$ cat src/rtl/uart_pkg.sv
// Shared UART definitions: parity selection constants and FSM state encoding,
// common to the TX and RX sides.
package uart_pkg;

    localparam int unsigned PAR_NONE = 0;
    localparam int unsigned PAR_EVEN = 1;
    localparam int unsigned PAR_ODD  = 2;

    typedef enum logic [2:0] {
        ST_IDLE,
        ST_START,
        ST_DATA,
        ST_PARITY,
        ST_STOP
    } uart_state_e;

endpackage

$ cat src/rtl/sync_fifo.sv
// Synchronous show-ahead FIFO: rd_data always presents the current head entry.
// A write is refused while full, even if a read happens in the same cycle.
module sync_fifo #(
    parameter int unsigned WIDTH = 8,
    parameter int unsigned DEPTH = 16
) (
    input  logic                     clk,
    input  logic                     rst,
    input  logic                     wr_en,
    input  logic [WIDTH-1:0]         wr_data,
    input  logic                     rd_en,
    output logic [WIDTH-1:0]         rd_data,
    output logic                     full,
    output logic                     empty,
    output logic [$clog2(DEPTH):0]   count
);

    localparam int unsigned AW = $clog2(DEPTH);

    logic [WIDTH-1:0] mem_q [DEPTH];
    logic [AW-1:0]    wr_ptr_q, wr_ptr_d;
    logic [AW-1:0]    rd_ptr_q, rd_ptr_d;
    logic [AW:0]      count_q, count_d;
    logic             wr_ok, rd_ok;

    assign full    = (count_q == (AW+1)'(DEPTH));
    assign empty   = (count_q == '0);
    assign count   = count_q;
    assign rd_data = mem_q[rd_ptr_q];

    always_comb begin
        wr_ok    = wr_en && !full;
        rd_ok    = rd_en && !empty;
        wr_ptr_d = wr_ptr_q;
        rd_ptr_d = rd_ptr_q;
        count_d  = count_q;
        // Pointers are AW bits wide, so increments wrap modulo DEPTH.
        if (wr_ok) begin
            wr_ptr_d = wr_ptr_q + AW'(1);
        end
        if (rd_ok) begin
            rd_ptr_d = rd_ptr_q + AW'(1);
        end
        if (wr_ok && !rd_ok) begin
            count_d = count_q + (AW+1)'(1);
        end else if (rd_ok && !wr_ok) begin
            count_d = count_q - (AW+1)'(1);
        end
    end

    always_ff @(posedge clk) begin
        if (rst) begin
            wr_ptr_q <= '0;
            rd_ptr_q <= '0;
            count_q  <= '0;
        end else begin
            wr_ptr_q <= wr_ptr_d;
            rd_ptr_q <= rd_ptr_d;
            count_q  <= count_d;
        end
    end

    always_ff @(posedge clk) begin
        if (wr_ok) begin
            mem_q[wr_ptr_q] <= wr_data;
        end
    end

endmodule

$ cat src/rtl/uart_tx_fifo.sv
// Buffered UART transmitter: FIFO-fed frame serialiser with optional parity,
// 1-2 stop bits and gap-free back-to-back frames.
module uart_tx_fifo
    import uart_pkg::*;
#(
    parameter int unsigned CYCLES     = 10416,
    parameter int unsigned DATA_BITS  = 8,
    parameter int unsigned PARITY     = 0,
    parameter int unsigned STOP_BITS  = 1,
    parameter int unsigned FIFO_DEPTH = 16
) (
    input  logic                          clk,
    input  logic                          rst,
    input  logic                          in_valid,
    input  logic [DATA_BITS-1:0]          in_data,
    output logic                          in_ready,
    output logic [$clog2(FIFO_DEPTH):0]   fifo_count,
    output logic                          busy,
    output logic                          tx
);

    localparam int unsigned CW = $clog2(CYCLES);
    localparam int unsigned IW = $clog2(DATA_BITS);

    uart_state_e          state_q, state_d;
    logic [CW-1:0]        cnt_q, cnt_d;
    logic [IW-1:0]        bit_idx_q, bit_idx_d;
    logic                 stop_idx_q, stop_idx_d;
    logic [DATA_BITS-1:0] shift_q, shift_d;
    logic                 par_q, par_d;
    logic                 tx_q, tx_d;
    logic                 busy_q, busy_d;

    logic                 pop, load, cnt_last;
    logic                 fifo_full, fifo_empty;
    logic [DATA_BITS-1:0] head;

    sync_fifo #(
        .WIDTH (DATA_BITS),
        .DEPTH (FIFO_DEPTH)
    ) u_fifo (
        .clk     (clk),
        .rst     (rst),
        .wr_en   (in_valid),
        .wr_data (in_data),
        .rd_en   (pop),
        .rd_data (head),
        .full    (fifo_full),
        .empty   (fifo_empty),
        .count   (fifo_count)
    );

    assign in_ready = !fifo_full;
    assign busy     = busy_q;
    assign tx       = tx_q;
    assign cnt_last = (cnt_q == CW'(CYCLES - 1));

    always_comb begin
        state_d    = state_q;
        cnt_d      = cnt_q;
        bit_idx_d  = bit_idx_q;
        stop_idx_d = stop_idx_q;
        shift_d    = shift_q;
        par_d      = par_q;
        load       = 1'b0;
        pop        = 1'b0;

        case (state_q)
            ST_IDLE: begin
                cnt_d = '0;
                load  = !fifo_empty;
            end
            ST_START: begin
                cnt_d = cnt_q + CW'(1);
                if (cnt_last) begin
                    cnt_d     = '0;
                    bit_idx_d = '0;
                    state_d   = ST_DATA;
                end
            end
            ST_DATA: begin
                cnt_d = cnt_q + CW'(1);
                if (cnt_last) begin
                    cnt_d   = '0;
                    shift_d = shift_q >> 1;
                    if (bit_idx_q == IW'(DATA_BITS - 1)) begin
                        stop_idx_d = 1'b0;
                        state_d    = (PARITY != PAR_NONE) ? ST_PARITY : ST_STOP;
                    end else begin
                        bit_idx_d = bit_idx_q + IW'(1);
                    end
                end
            end
            ST_PARITY: begin
                cnt_d = cnt_q + CW'(1);
                if (cnt_last) begin
                    cnt_d      = '0;
                    stop_idx_d = 1'b0;
                    state_d    = ST_STOP;
                end
            end
            ST_STOP: begin
                cnt_d = cnt_q + CW'(1);
                if (cnt_last) begin
                    cnt_d = '0;
                    if (stop_idx_q == 1'(STOP_BITS - 1)) begin
                        state_d = ST_IDLE;
                        load    = !fifo_empty;
                    end else begin
                        stop_idx_d = 1'b1;
                    end
                end
            end
            default: state_d = ST_IDLE;
        endcase

        // Shared pop path for IDLE and the final stop clock, so chained frames start with no gap.
        if (load) begin
            pop     = 1'b1;
            shift_d = head;
            par_d   = (PARITY == PAR_ODD) ? ~^head : ^head;
            cnt_d   = '0;
            state_d = ST_START;
        end

        case (state_q)
            ST_START:  tx_d = 1'b0;
            ST_DATA:   tx_d = shift_q[0];
            ST_PARITY: tx_d = par_q;
            default:   tx_d = 1'b1;
        endcase

        busy_d = (state_d != ST_IDLE) || !fifo_empty;
    end

    always_ff @(posedge clk) begin
        if (rst) begin
            state_q    <= ST_IDLE;
            cnt_q      <= '0;
            bit_idx_q  <= '0;
            stop_idx_q <= 1'b0;
            shift_q    <= '0;
            par_q      <= 1'b0;
            tx_q       <= 1'b1;
            busy_q     <= 1'b0;
        end else begin
            state_q    <= state_d;
            cnt_q      <= cnt_d;
            bit_idx_q  <= bit_idx_d;
            stop_idx_q <= stop_idx_d;
            shift_q    <= shift_d;
            par_q      <= par_d;
            tx_q       <= tx_d;
            busy_q     <= busy_d;
        end
    end

endmodule
$ cat config.mk
export PLATFORM = sky130hd
export DESIGN_NAME = uart_tx_fifo
export DESIGN_NICKNAME = d
export VERILOG_FILES = /design/src/rtl/uart_pkg.sv /design/src/rtl/sync_fifo.sv /design/src/rtl/uart_tx_fifo.sv
export SDC_FILE = /design/constraint.sdc
export NUM_CORES = 1
export LEC_CHECK = 0
export ABC_AREA = 1
export CORE_AREA = 8 8 184 142
export CTS_CLUSTER_DIAMETER = 60
export CTS_CLUSTER_SIZE = 24
export DETAILED_ROUTE_END_ITERATION = 6
export DIE_AREA = 0 0 192 150
export PLACE_DENSITY = 0.53
export SKIP_LAST_GASP = 1
export SLEW_MARGIN = 30
export SYNTH_ARGS = -nofsm -noshare
export SYNTH_HDL_FRONTEND = slang
export SYNTH_SLANG_ARGS = --single-unit
$ cat constraint.sdc
create_clock -name clk -period 3 [get_ports clk]
set_input_delay 0.45 -clock clk [delete_from_list [all_inputs] [get_ports clk]]
set_output_delay 0.45 -clock clk [all_outputs]
set_load 0.02 [all_outputs]
==> impl_metrics.csv <==
group,metric,value,unit
power_and_ir_drop,power.density,843,nW/um^2
layout,nFillCells,2327,
yosys,synth_warnings,0,
routing,via_count,5510,
run_status,status,"completed",
timing,worst_slack,0.274,ns
yosys,syn_area,8000,um^2
layout,multi_input_area,2550,um^2
power_and_ir_drop,p_int,4.84,mW
clock_network,path_clk_slew,0.07,ns
timing,timing.final.crit_period,2.73,ns
grt,grt_start_max_net_pins,69,
yosys,ys_types,39,
floorplanning,die_w,192,um
place,dp_hpwl,11000,um
yosys,synth.most_common_cell,"nand2_1",
power_and_ir_drop,clkPwrFrac,0.276,
floorplanning,placementRows,49,
min_path,whs_path_depth,2,
setup_path,rr_endpoint,"u_fifo.count[4]",
clock_network,cts_root_buf,"clkbuf_16",
clock_network,hold_buffers,0,
floorplanning,fp.dieH,150,um
floorplanning,io_pins,19,
layout,finalNonFillerCells,1189,
timing,max_clock_freq,367,MHz
layout,final_layout_size_suffix_gt1_frac,0.0963,
layout,final_core_util,0.388,
min_path,hp-start,"u_fifo.rd_ptr_q[3]",
power_and_ir_drop,pwr-share-comb,0.344,
clock_network,cts.path.max_buffers,2,
setup_path,startpoint,"cnt_q[0]",
min_path,hold_path_class,"register to register",
timing,hold_violations,0,
setup_path,path_class,"register to register",
yosys,ys_seq_elements,176,
power_and_ir_drop,power,7.67,mW
yosys,postSynthAreaPerCell,9.53,um^2
yosys,async_reset_ff_frac,0,
job,maxCapViolations,0,
yosys,synth_top_area_frac,0.481,
setup_path,cp.required,3.31,ns
timing,tightest_slew,0.692,ns
yosys,synth.area.top_cells,"edfxtp_1 (48%), dfxtp_1 (12%), nand2_1 (12%), nand3_1 (5.4%), inv_1 (4.8%)",
yosys,synth_edf_count,128,
yosys,yosysTopAreaCell,"edfxtp_1",
place,post-place-ws,0.189,ns
routing,wl_per_cell,14.4,um
timing,final-max-slew-violation-count,0,
power_and_ir_drop,power_frac_seq,0.380,
grt,grt_first_pass_wirelength,27600,um
routing,drt-initial-drc-count,365,
grt,first_global_vias,5160,
yosys,seq_area_frac_synth,0.601,
floorplanning,design.core.area,23400,um^2
power_and_ir_drop,switching_share,0.369,
layout,diodes,0,
clock_network,h-tree-depth,4,
routing,finalWirelength,17100,um
clock_network,cts_buffers,17,
routing,dr.pass1.iters,5,
grt,antenna_found_initial,0,
timing,slew_headroom,0.538,
layout,area_growth,13.8,%
place,dpl_cell_area,8530,um^2
place,io_buffers,18,
place,place_inst,1157,
setup_path,path_max_fanout,6,
floorplanning,start_util,0.341,
setup_path,startpoint_type,"register",
yosys,postSynthCellCount,839,
clock_network,insertion_delay,0.42,ns
timing,setup_viol,0,
setup_path,critical_path_arrival,3.04,ns
clock_network,post_cts_buffers,0,
setup_path,r2r_start,"cnt_q[0]",
power_and_ir_drop,leakage,3.67,nW
routing,drc,0,
floorplanning,die-area,28800,um^2
layout,seq_area,4810,um^2
layout,fin_nets,894,
routing,ant_nets,0,
setup_path,crit_path_end_kind,"register",
place,place.gp.congestion,0.807,
timing,skew,0.0127,ns
power_and_ir_drop,p_switching,2.83,mW
setup_path,r2r_cells,18,
yosys,synthTopCellsByCount,"nand2_1 (250), edfxtp_1 (128), inv_1 (102), nand3_1 (86), nor2_1 (67)",
timing,hold_slack,0.473,ns
layout,post-route-cell-area,9100,um^2
setup_path,worstSetupEndpoint,"u_fifo.count[4]",
grt,grt-ovfl-total,0,
power_and_ir_drop,ir_worst_vdd,0.447,mV
setup_path,r2r_slack,0.27,ns
clock_network,cts_tree,"built",
clock_network,cts.sinks,176,
yosys,synthFlopType,"edfxtp_1",
grt,track_usage,0.122,
yosys,syn_nets,863,
routing,viasPerCell,4.63,
timing,tns,0,ns
timing,fin_crit_sh,0.909,
cell usage in the layout, fill, tap and decap left out, drive strengths merged:
cell,synthesis,layout
mux2i,6,6
nor3,5,5
nand3,87,87
ha,12,12
inv,111,117
clkinvlp,0,4
edfxtp,128,128
clkdlybuf4s50,0,18
a41oi,1,1
o22ai,15,15
nor2,71,71
bufinv,0,1
o211a,1,1
clkbuf,3,17
a21o,2,2
o211ai,4,4
clkinv,0,4
xor2,9,9
a22oi,2,2
xnor2,2,2
dfxtp,48,48
o21ai,19,19
nand4,4,4
o32ai,2,2
o221a,1,1
buf,26,23
nand3b,1,1
a211oi,1,1
fa,1,1
a21oi,19,19
nor4,2,2
a31oi,1,1
nand2,255,255
sequential cells by signal, summed over array words and instances, names as in the netlist, named ones only:
| signal | flops |
|---|---|
| cnt_q | 14 |
| u_fifo.rd_ptr_q | 4 |
| u_fifo.wr_ptr_q | 4 |
| u_fifo.mem_q | 128 |
| u_fifo.count | 5 |
| par_q | 1 |
| bit_idx_q | 3 |
| busy | 1 |
| shift_q | 8 |
| tx | 1 |
| state_q | 3 |
worst max-delay path: stages (launching register included):
cell and delay (ns):
dfxtp_1 0.37, ha_1 0.19, nand2_1 0.09, inv_1 0.08
nand2_1 0.11, nor2_1 0.14, nand2_2 0.08, nand2_2 0.09
nand3_4 0.11, ha_1 0.26, inv_2 0.10, ha_1 0.28
a21o_1 0.19, a21oi_2 0.14, nor2_1 0.05, nor2_1 0.08
nand2_1 0.07, o21ai_0 0.14, a21oi_1 0.05
worst min-delay path by stage:
| stage | endpoint |
|---|---|
| global placement | u_fifo.rd_ptr_q[3] |
| CTS | register |
| detailed placement | u_fifo.rd_ptr_q[3] |
| global route | cnt_q[1] |
| floorplan | register |
| finish | u_fifo.rd_ptr_q[3] |
per-layer routing:
metal | global-route usage | wire (um)
met5 | 0 | 0
met2 | 0.172 | 6970
met4 | 0.0396 | 238
met1 | 0.181 | 9190
met3 | 0.0275 | 721
power by group through the flow:
stage	Combinational [mW]	Clock (mW)	Sequential [mW]
2_1_floorplan	2.04	0	2.97
3_3_place_gp	2.64	0	2.96
3_5_place_dp	2.66	0	2.96
4_1_cts	2.67	2.18	2.91
5_1_grt	3.00	2.26	2.93
6_report	2.64	2.12	2.91
what timing repair did:
action                                  CTS  global route
gates resized for setup                   0             3
endpoints found under the setup margin    0             1
endpoints found under the hold margin     0             0
logic make-up (layout without fill, tap and decap cells):
| logic type | count (synthesis) | in the layout | synth area share |
|---|---|---|---|
| compound gates | 68 | 68 | 0.0532 |
| simple gates | 425 | 425 | 0.224 |
| xor+xnor | 11 | 11 | 0.0121 |
| buf+inv | 140 | 184 | 0.0811 |
| flops | 176 | 176 | 0.601 |
| fa+ha+maj | 13 | 13 | 0.0213 |
| mux | 6 | 6 | 0.00751 |
area by class of cell:
type / instances / area share
Timing Repair Buffer: 41 / 0.0415
Clock buffer: 17 / 0.0468
Multi-Input combinational cell: 523 / 0.281
Clock inverter: 15 / 0.0149
Tap cell: 306 / 0.0421
Inverter: 111 / 0.0458
Sequential cell: 176 / 0.528
No activity file was read; power rests on OpenSTA's default activity.
